<file path="src/rtl/pgr_fifo_pkg.sv">
// Shared constants and width helpers for the pgr stream FIFO.
package pgr_fifo_pkg;

  localparam int DEPTH_MIN = 4;
  localparam int DEPTH_MAX = 1024;
  localparam int WIDTH_MIN = 1;
  localparam int WIDTH_MAX = 256;

  function automatic int pgr_log2(input int n);
    int r;
    r = 0;
    for (int i = 0; i < 31; i++) begin
      if ((1 << i) < n) r = i + 1;
    end
    return r;
  endfunction

  // Index bits plus one wrap bit so full and empty can be told apart.
  function automatic int ptr_width(input int depth);
    return pgr_log2(depth) + 1;
  endfunction

endpackage

</file>
<file path="src/rtl/pgr_fifo_out_stage.sv">
// Output register of the stream FIFO: loads from memory head or bypassed input, holds under backpressure.
module pgr_fifo_out_stage #(
  parameter int W = 8
) (
  input  logic         clk,
  input  logic         rst_n,
  input  logic         flush_i,
  input  logic         load_i,
  input  logic         bypass_i,
  input  logic         pop_i,
  input  logic [W-1:0] mem_data_i,
  input  logic [W-1:0] in_data_i,
  output logic [W-1:0] data_o,
  output logic         valid_o
);

  logic [W-1:0] data_q, data_d;
  logic         valid_q, valid_d;

  always_comb begin
    data_d  = data_q;
    valid_d = valid_q;
    if (flush_i) begin
      valid_d = 1'b0;
    end else if (load_i) begin
      valid_d = 1'b1;
      data_d  = bypass_i ? in_data_i : mem_data_i;
    end else if (pop_i) begin
      valid_d = 1'b0;
    end
  end

  always_ff @(posedge clk or negedge rst_n) begin
    if (!rst_n) begin
      data_q  <= '0;
      valid_q <= 1'b0;
    end else begin
      data_q  <= data_d;
      valid_q <= valid_d;
    end
  end

  assign data_o  = data_q;
  assign valid_o = valid_q;

endmodule

</file>
<file path="src/rtl/pgr_stream_fifo.sv">
// Ready/valid stream FIFO: D-word register memory plus output register (D+1 words).
// Define PGR_FIFO_WATERMARK_EN to add the level, almost_full and almost_empty ports.
module pgr_stream_fifo
  import pgr_fifo_pkg::*;
#(
  parameter int D        = 16,
  parameter int W        = 8,
  parameter int AF_LEVEL = 14,
  parameter int AE_LEVEL = 2
) (
  input  logic         clk,
  input  logic         rst_n,
  input  logic         flush,
  input  logic         data_in_valid,
  input  logic [W-1:0] data_in,
  output logic         data_in_ready,
  input  logic         data_out_ready,
  output logic [W-1:0] data_out,
  output logic         data_out_valid
`ifdef PGR_FIFO_WATERMARK_EN
  ,
  output logic [ptr_width(D)-1:0] level,
  output logic                    almost_full,
  output logic                    almost_empty
`endif
);

  localparam int AW = pgr_log2(D);
  localparam int PW = ptr_width(D);

  logic [W-1:0]  mem_q [D];
  logic [PW-1:0] wr_ptr_q, wr_ptr_d;
  logic [PW-1:0] rd_ptr_q, rd_ptr_d;

  logic mem_empty, mem_full;
  logic push, pop, out_load, bypass, mem_we, mem_re;

  assign mem_empty = (wr_ptr_q == rd_ptr_q);
  assign mem_full  = (wr_ptr_q[AW-1:0] == rd_ptr_q[AW-1:0]) &&
                     (wr_ptr_q[AW] != rd_ptr_q[AW]);

  assign data_in_ready = ~mem_full & ~flush;
  assign push          = data_in_valid & data_in_ready;
  assign pop           = data_out_valid & data_out_ready;

  // Output register refills whenever it will be free and a word exists anywhere.
  assign out_load = (~data_out_valid | pop) & (~mem_empty | push) & ~flush;
  assign bypass   = mem_empty;
  assign mem_we   = push & ~(out_load & bypass);
  assign mem_re   = out_load & ~mem_empty;

  always_comb begin
    wr_ptr_d = wr_ptr_q;
    rd_ptr_d = rd_ptr_q;
    if (flush) begin
      wr_ptr_d = '0;
      rd_ptr_d = '0;
    end else begin
      if (mem_we) wr_ptr_d = wr_ptr_q + PW'(1);
      if (mem_re) rd_ptr_d = rd_ptr_q + PW'(1);
    end
  end

  always_ff @(posedge clk or negedge rst_n) begin
    if (!rst_n) begin
      wr_ptr_q <= '0;
      rd_ptr_q <= '0;
    end else begin
      wr_ptr_q <= wr_ptr_d;
      rd_ptr_q <= rd_ptr_d;
    end
  end

  always_ff @(posedge clk) begin
    if (mem_we) mem_q[wr_ptr_q[AW-1:0]] <= data_in;
  end

  pgr_fifo_out_stage #(.W(W)) u_out_stage (
    .clk        (clk),
    .rst_n      (rst_n),
    .flush_i    (flush),
    .load_i     (out_load),
    .bypass_i   (bypass),
    .pop_i      (pop),
    .mem_data_i (mem_q[rd_ptr_q[AW-1:0]]),
    .in_data_i  (data_in),
    .data_o     (data_out),
    .valid_o    (data_out_valid)
  );

`ifdef PGR_FIFO_WATERMARK_EN
  logic [PW-1:0] level_q, level_d;

  always_comb begin
    level_d = level_q;
    if (flush) level_d = '0;
    else       level_d = level_q + PW'(push) - PW'(pop);
  end

  always_ff @(posedge clk or negedge rst_n) begin
    if (!rst_n) level_q <= '0;
    else        level_q <= level_d;
  end

  assign level        = level_q;
  assign almost_full  = (level_q >= PW'(AF_LEVEL));
  assign almost_empty = (level_q <= PW'(AE_LEVEL));
`endif

endmodule

</file>
<file path="config.mk">
export PLATFORM = sky130hd
export DESIGN_NAME = pgr_stream_fifo
export DESIGN_NICKNAME = d
export VERILOG_FILES = /design/src/rtl/pgr_fifo_pkg.sv /design/src/rtl/pgr_fifo_out_stage.sv /design/src/rtl/pgr_stream_fifo.sv
export SDC_FILE = /design/constraint.sdc
export NUM_CORES = 1
export LEC_CHECK = 0
export ABC_AREA = 0
export CAP_MARGIN = 25
export CORE_ASPECT_RATIO = 0.5
export CORE_MARGIN = 3
export CORE_UTILIZATION = 30
export DETAILED_ROUTE_END_ITERATION = 7
export GPL_ROUTABILITY_DRIVEN = 0
export SLEW_MARGIN = 20
export SYNTH_ARGS = -nofsm -noshare
export SYNTH_HDL_FRONTEND = slang
export SYNTH_SLANG_ARGS = --single-unit
</file>
<file path="constraint.sdc">
create_clock -name clk -period 6.2 [get_ports clk]
set_input_delay 1.24 -clock clk [delete_from_list [all_inputs] [get_ports clk]]
set_output_delay 1.24 -clock clk [all_outputs]
set_load 0.03 [all_outputs]
</file>
# --- After elaboration in Yosys (flattened, before gate mapping) ---
# Memory sizes are Yosys's and may differ from the RTL's.
# Index checks and enable logic that the tools add are counted.
# W data, S select, Z words.
totals:
  regBits: 19
  ram_bits: 128
  inputBits: 13
  output_inout_bits: 10
  wordCells: 40
  memories: 1
op_classes:
  addsub: 2
  eq_ne: 3
  muxes: 10
  bitwise_logic: 15
  reduce_logical: 5
memory_table:
  columns: ["memory", "depth", "width", "read_ports", "rd_clocked_by_memory_dff", "write_ports", "line", "source"]
  rows:
  - ["mem_q", 16, 8, 1, 0, 1, "pgr_stream_fifo.sv:31", "logic [W-1:0] mem_q [D];"]
op_table:
  columns: ["operator", "n"]
  rows:
  - ["$mux W5", 4]
  - ["$add A5 B1 Y5 const B", 2]
  - ["$and A1 B1 Y1", 8]
  - ["$mux W8", 1]
  - ["$eq A5 B5 Y1", 1]
  - ["$mux W1", 5]
  - ["$not A1 Y1", 5]
  - ["$eq A4 B4 Y1", 1]
  - ["$reduce_bool A2 Y1", 2]
  - ["$reduce_bool A3 Y1", 1]
  - ["$or A1 B1 Y1", 2]
  - ["$reduce_and A2 Y1", 1]
  - ["$logic_and A1 B1 Y1", 1]
  - ["$ne A1 B1 Y1", 1]

# --- Logic depth before layout (Yosys ltp) ---
logic_depth:
  word_depth: 13
  ltp_mapped: 7
  ltp_nobuf: 5

# --- Modules after synthesis ---
# Synthesis repeated with hierarchy kept, for this count alone.
hier_totals:
  cells_unflattened: 303
  hier_area_um2: 6203.4
by_module_without_submodules:
  columns: ["mod", "instances", "cells_per_inst", "area_each_um2", "seq_area_each_um2"]
  rows:
  - ["pgr_stream_fifo", 1, 272, 5698.0, 4093.9]
  - ["pgr_fifo_out_stage", 1, 31, 505.5, 225.2]

# --- Worst setup path after synthesis ---
# No wires, ideal clock.
synth_timing:
  path_kind: "in2out"
  start: "in flush"
  end: "out data_in_ready"
  arrival_time_ns: 1.910
  required_time_ns: 4.960
  path_slack_ns: 3.050
  cell_stages: 2
  n_path_buf: 1
  path_cell_list: "clkbuf_1 > a21oi_1"
synth_between:
  elab_chain_cells: 2
synth_rtl:
  columns: ["element", "line", "source"]
  rows:
  - ["start, declared", "pgr_stream_fifo.sv:13", "input logic flush,"]
  - ["$not A1 Y1 (no source line)", null, null]
  - ["$and A1 B1 Y1", "pgr_stream_fifo.sv:42", "assign data_in_ready = ~mem_full & ~flush;"]
  - ["end, declared", "pgr_stream_fifo.sv:16", "output logic data_in_ready,"]
# Every way passes these cells.

# --- Final worst setup path ---
layout_timing:
  start: "reg rd_ptr_q[0]"
  end: "out data_in_ready"
layout_between:
  elab_chain_cells: 4
layout_rtl:
  columns: ["element", "line", "source"]
  rows:
  - ["start, declared", "pgr_stream_fifo.sv:33", "logic [PW-1:0] rd_ptr_q, rd_ptr_d;"]
  - ["start signal, assigned", "pgr_stream_fifo.sv:70", "rd_ptr_q <= rd_ptr_d;"]
  - ["$eq A4 B4 Y1", "pgr_stream_fifo.sv:39", "assign mem_full = (wr_ptr_q[AW-1:0] == rd_ptr_q[AW-1:0]) &&"]
  - ["$logic_and A1 B1 Y1", "pgr_stream_fifo.sv:39", null]
  - ["$not A1 Y1", "pgr_stream_fifo.sv:42", null]
  - ["$and A1 B1 Y1", "pgr_stream_fifo.sv:42", null]
# Every way passes these cells.

==> flow_metrics.tcl <==
set metrics [dict create \
    setup_viol 0 \
    drc 0 \
    dp_slack_ns 2.06 \
    peakVddDrop_v 0.000198 \
    seq_area_frac_synth 0.727 \
    dp_hpwl_um 8090 \
    cts_setup_buffers 0 \
    via_per_inst 5.04 \
    clkTransAtPathRegs_ns 0.06 \
    die_h_um 106 \
    die_w_um 205 \
    drt_wl_total_um 13000 \
    clock_skew_ns 0.0106 \
    p_int_w 0.00198 \
    crit_chain "buf_4 -> xor2_1 -> nor4_4 -> a21oi_1 -> clkdlybuf4s50_1" \
    grt_pass1_wl_um 20100 \
    grt_pass1_vias 3172 \
    syn_inst 318 \
    sequentialPowerShare 0.407 \
    ios 23 \
    final_util 0.370 \
    tns_ns 0 \
    htree_levels 4 \
    first_pass_iters 5 \
    grt_usage 0.126 \
    clock-sinks 147 \
    finalHoldViolCount 0 \
    hold_buffers 0 \
    crit_family "buffers and inverters" \
    p_leak_nw 2.24 \
    slew_headroom 0.477 \
    worst_pin_slew_ns 0.782 \
    critPathRequiredTime_ns 4.96 \
    initial_core_util 0.314 \
    antenna_cells 0 \
    overflow 0 \
    drt-initial-drc-count 306 \
    coreArea_sq_mm 0.0189 \
    final_cell_mix "edfxtp_1 (128), mux4_2 (32), clkdlybuf4s50_1 (21), nor2_1 (20), dfrtp_1 (18)" \
    hold_ws_ns 0.535 \
    finalMaxSlewViolations 0 \
    fin_nets 361 \
    critPathCaptureType "output port" \
    final_common_cell "edfxtp_1" \
    wire_per_inst_um 21.2 \
    cpPeakStageDelay_ns 0.62 \
    yosysWarningCount 0 \
    p_per_area_mw_per_mm2 414 \
    drive_gt1_frac 0.216 \
    cts_buffer_depth 2 \
    num_rows 35 \
    ys_ff_latch 147 \
    p_clk_frac 0.334 \
    cts_resized 0 \
    clockRootBuffer "clkbuf_16" \
    switching_share 0.317 \
    path_max_fanout 36 \
    slowest_stage "clkdlybuf4s50_1" \
    cts_tree "done" \
    cts_buffers 17 \
    critPathArrivalTime_ns 2.85 \
    place.port_buffers 22 \
    drv_cap 0 \
    period_share 0.660 \
    finalWorstSetupSlack_ns 2.11 \
    avgSynthCellArea_sq_um 18.7 \
    combPwrFrac 0.259 \
    grt_max_degree 37 \
    cp_num_buf_inv 2 \
    clk_latency_ns 0.42 \
    syn_area_sq_mm 0.00594 \
    status "finished clean" \
    grt_setup_unrepaired "false" \
    fin_crit_ns 4.09 \
    setup.worst_path.start_class "flop" \
    routed-via-count 3101 \
    synth.distinct_cells 37 \
    antenna_found_initial 0 \
    synth_nets 336 \
    antenna_left 0 \
    fmax_mhz 244 \
    hold_path_class "reg2reg" \
    crit_type "reg2out" \
    synthToLayoutAreaGrowth_pct 17.7 \
    p_switching_w 0.000918 \
    die_area_sq_mm 0.0216 \
]
routing by layer:
layer  global-route usage  share of wire
met2                0.188           0.47
met1                0.185           0.47
met5                    0              0
met3               0.0299          0.050
met4               0.0346          0.011
worst paths after layout:
check | start | to | slack, ns | cells after the start
max | rd_ptr_q[0]$_DFFE_PN0P_ | data_in_ready | 2.11 | 5
min in group asynchronous | rst_n | wr_ptr_q[2]$_DFFE_PN0P_ | 0.80 | 1
max reg2reg | rd_ptr_q[0]$_DFFE_PN0P_ | mem_q[12][3]$_DFFE_PP_ | 3.08 | 6
min reg2reg | rd_ptr_q[4]$_DFFE_PN0P_ | rd_ptr_q[4]$_DFFE_PN0P_ | 0.53 | 1
max in group asynchronous | rst_n | rd_ptr_q[0]$_DFFE_PN0P_ | 5.01 | 1
min | rd_ptr_q[4]$_DFFE_PN0P_ | rd_ptr_q[4]$_DFFE_PN0P_ | 0.53 | 1
kinds of logic after synthesis:
| logic type | share of synthesized area |
|---|---|
| buffers and inverters | 0.0187 |
| multiplexers | 0.130 |
| AND/OR/NAND/NOR | 0.0469 |
| AO/OA/AOI/OAI | 0.0537 |
| flip-flops | 0.727 |
| adder cells (fa/ha/maj) | 0.0105 |
| XOR/XNOR | 0.0133 |
synth_stat cells:
cell type	instances	area share
edfxtp_1	128	0.65
mux4_2	32	0.12
nor2_1	20	0.013
dfrtp_1	19	0.080
a221oi_1	14	0.021
a21oi_1	13	0.011
clkbuf_1	10	0.0063
nand2_1	9	0.0057
nand2b_1	7	0.0074
o32ai_1	7	0.010
ha_1	5	0.011
xor2_1	5	0.0074
buf_2	4	0.0034
nor3_1	4	0.0034
xnor2_1	4	0.0059
and2_1	3	0.0032
inv_1	3	0.0019
mux2i_1	3	0.0051
nand3_1	3	0.0025
nor2b_1	3	0.0032
a211oi_1	2	0.0025
a22oi_1	2	0.0025
and3_1	2	0.0021
buf_6	2	0.0038
mux2_2	2	0.0038
a211o_1	1	0.0015
a21oi_2	1	0.0015
a31o_2	1	0.0015
buf_4	1	0.0013
clkbuf_2	1	0.00084
clkbuf_4	1	0.0013
nand4_1	1	0.0011
nor3b_1	1	0.0013
nor4_4	1	0.0036
o22ai_1	1	0.0011
o31ai_1	1	0.0013
or2_2	1	0.0011
flip-flops by register name, summed over array words and instances (netlist names):
register / flops
mem_q: 128
rd_ptr_q: 5
u_out_stage.data_o: 8
u_out_stage.valid_o: 1
wr_ptr_q: 5
power groups by stage:
stage	registers, W	logic [W]	clock network (W)
2_1_floorplan	0.00124	0.000471	0
3_3_place_gp	0.00120	0.000742	0
3_5_place_dp	0.00120	0.000746	0
4_1_cts	0.00118	0.000753	0.000984
5_1_grt	0.00118	0.000804	0.00103
6_report	0.00118	0.000749	0.000968
metrics by stage:
stage | cells | cell area, sq um | power (W)
6_report | 615 | 7000 | 0.00290
5_1_grt | 615 | 7000 | 0.00301
4_1_cts | 615 | 6990 | 0.00292
3_5_place_dp | 583 | 6410 | 0.00194
2_1_floorplan | 318 | 5940 | 0.00171
3_3_place_gp | 582 | 6400 | 0.00194
layout make-up:
type	count	area (sq um)
sequential	147	4320
inverter	3	11.3
timing repair buffer	25	235
multi-input combinational	149	1530
fill	1741	11900
tap	259	324
clock buffer	18	429
clock inverter	14	148
No activity file was read; power rests on OpenSTA's default activity.
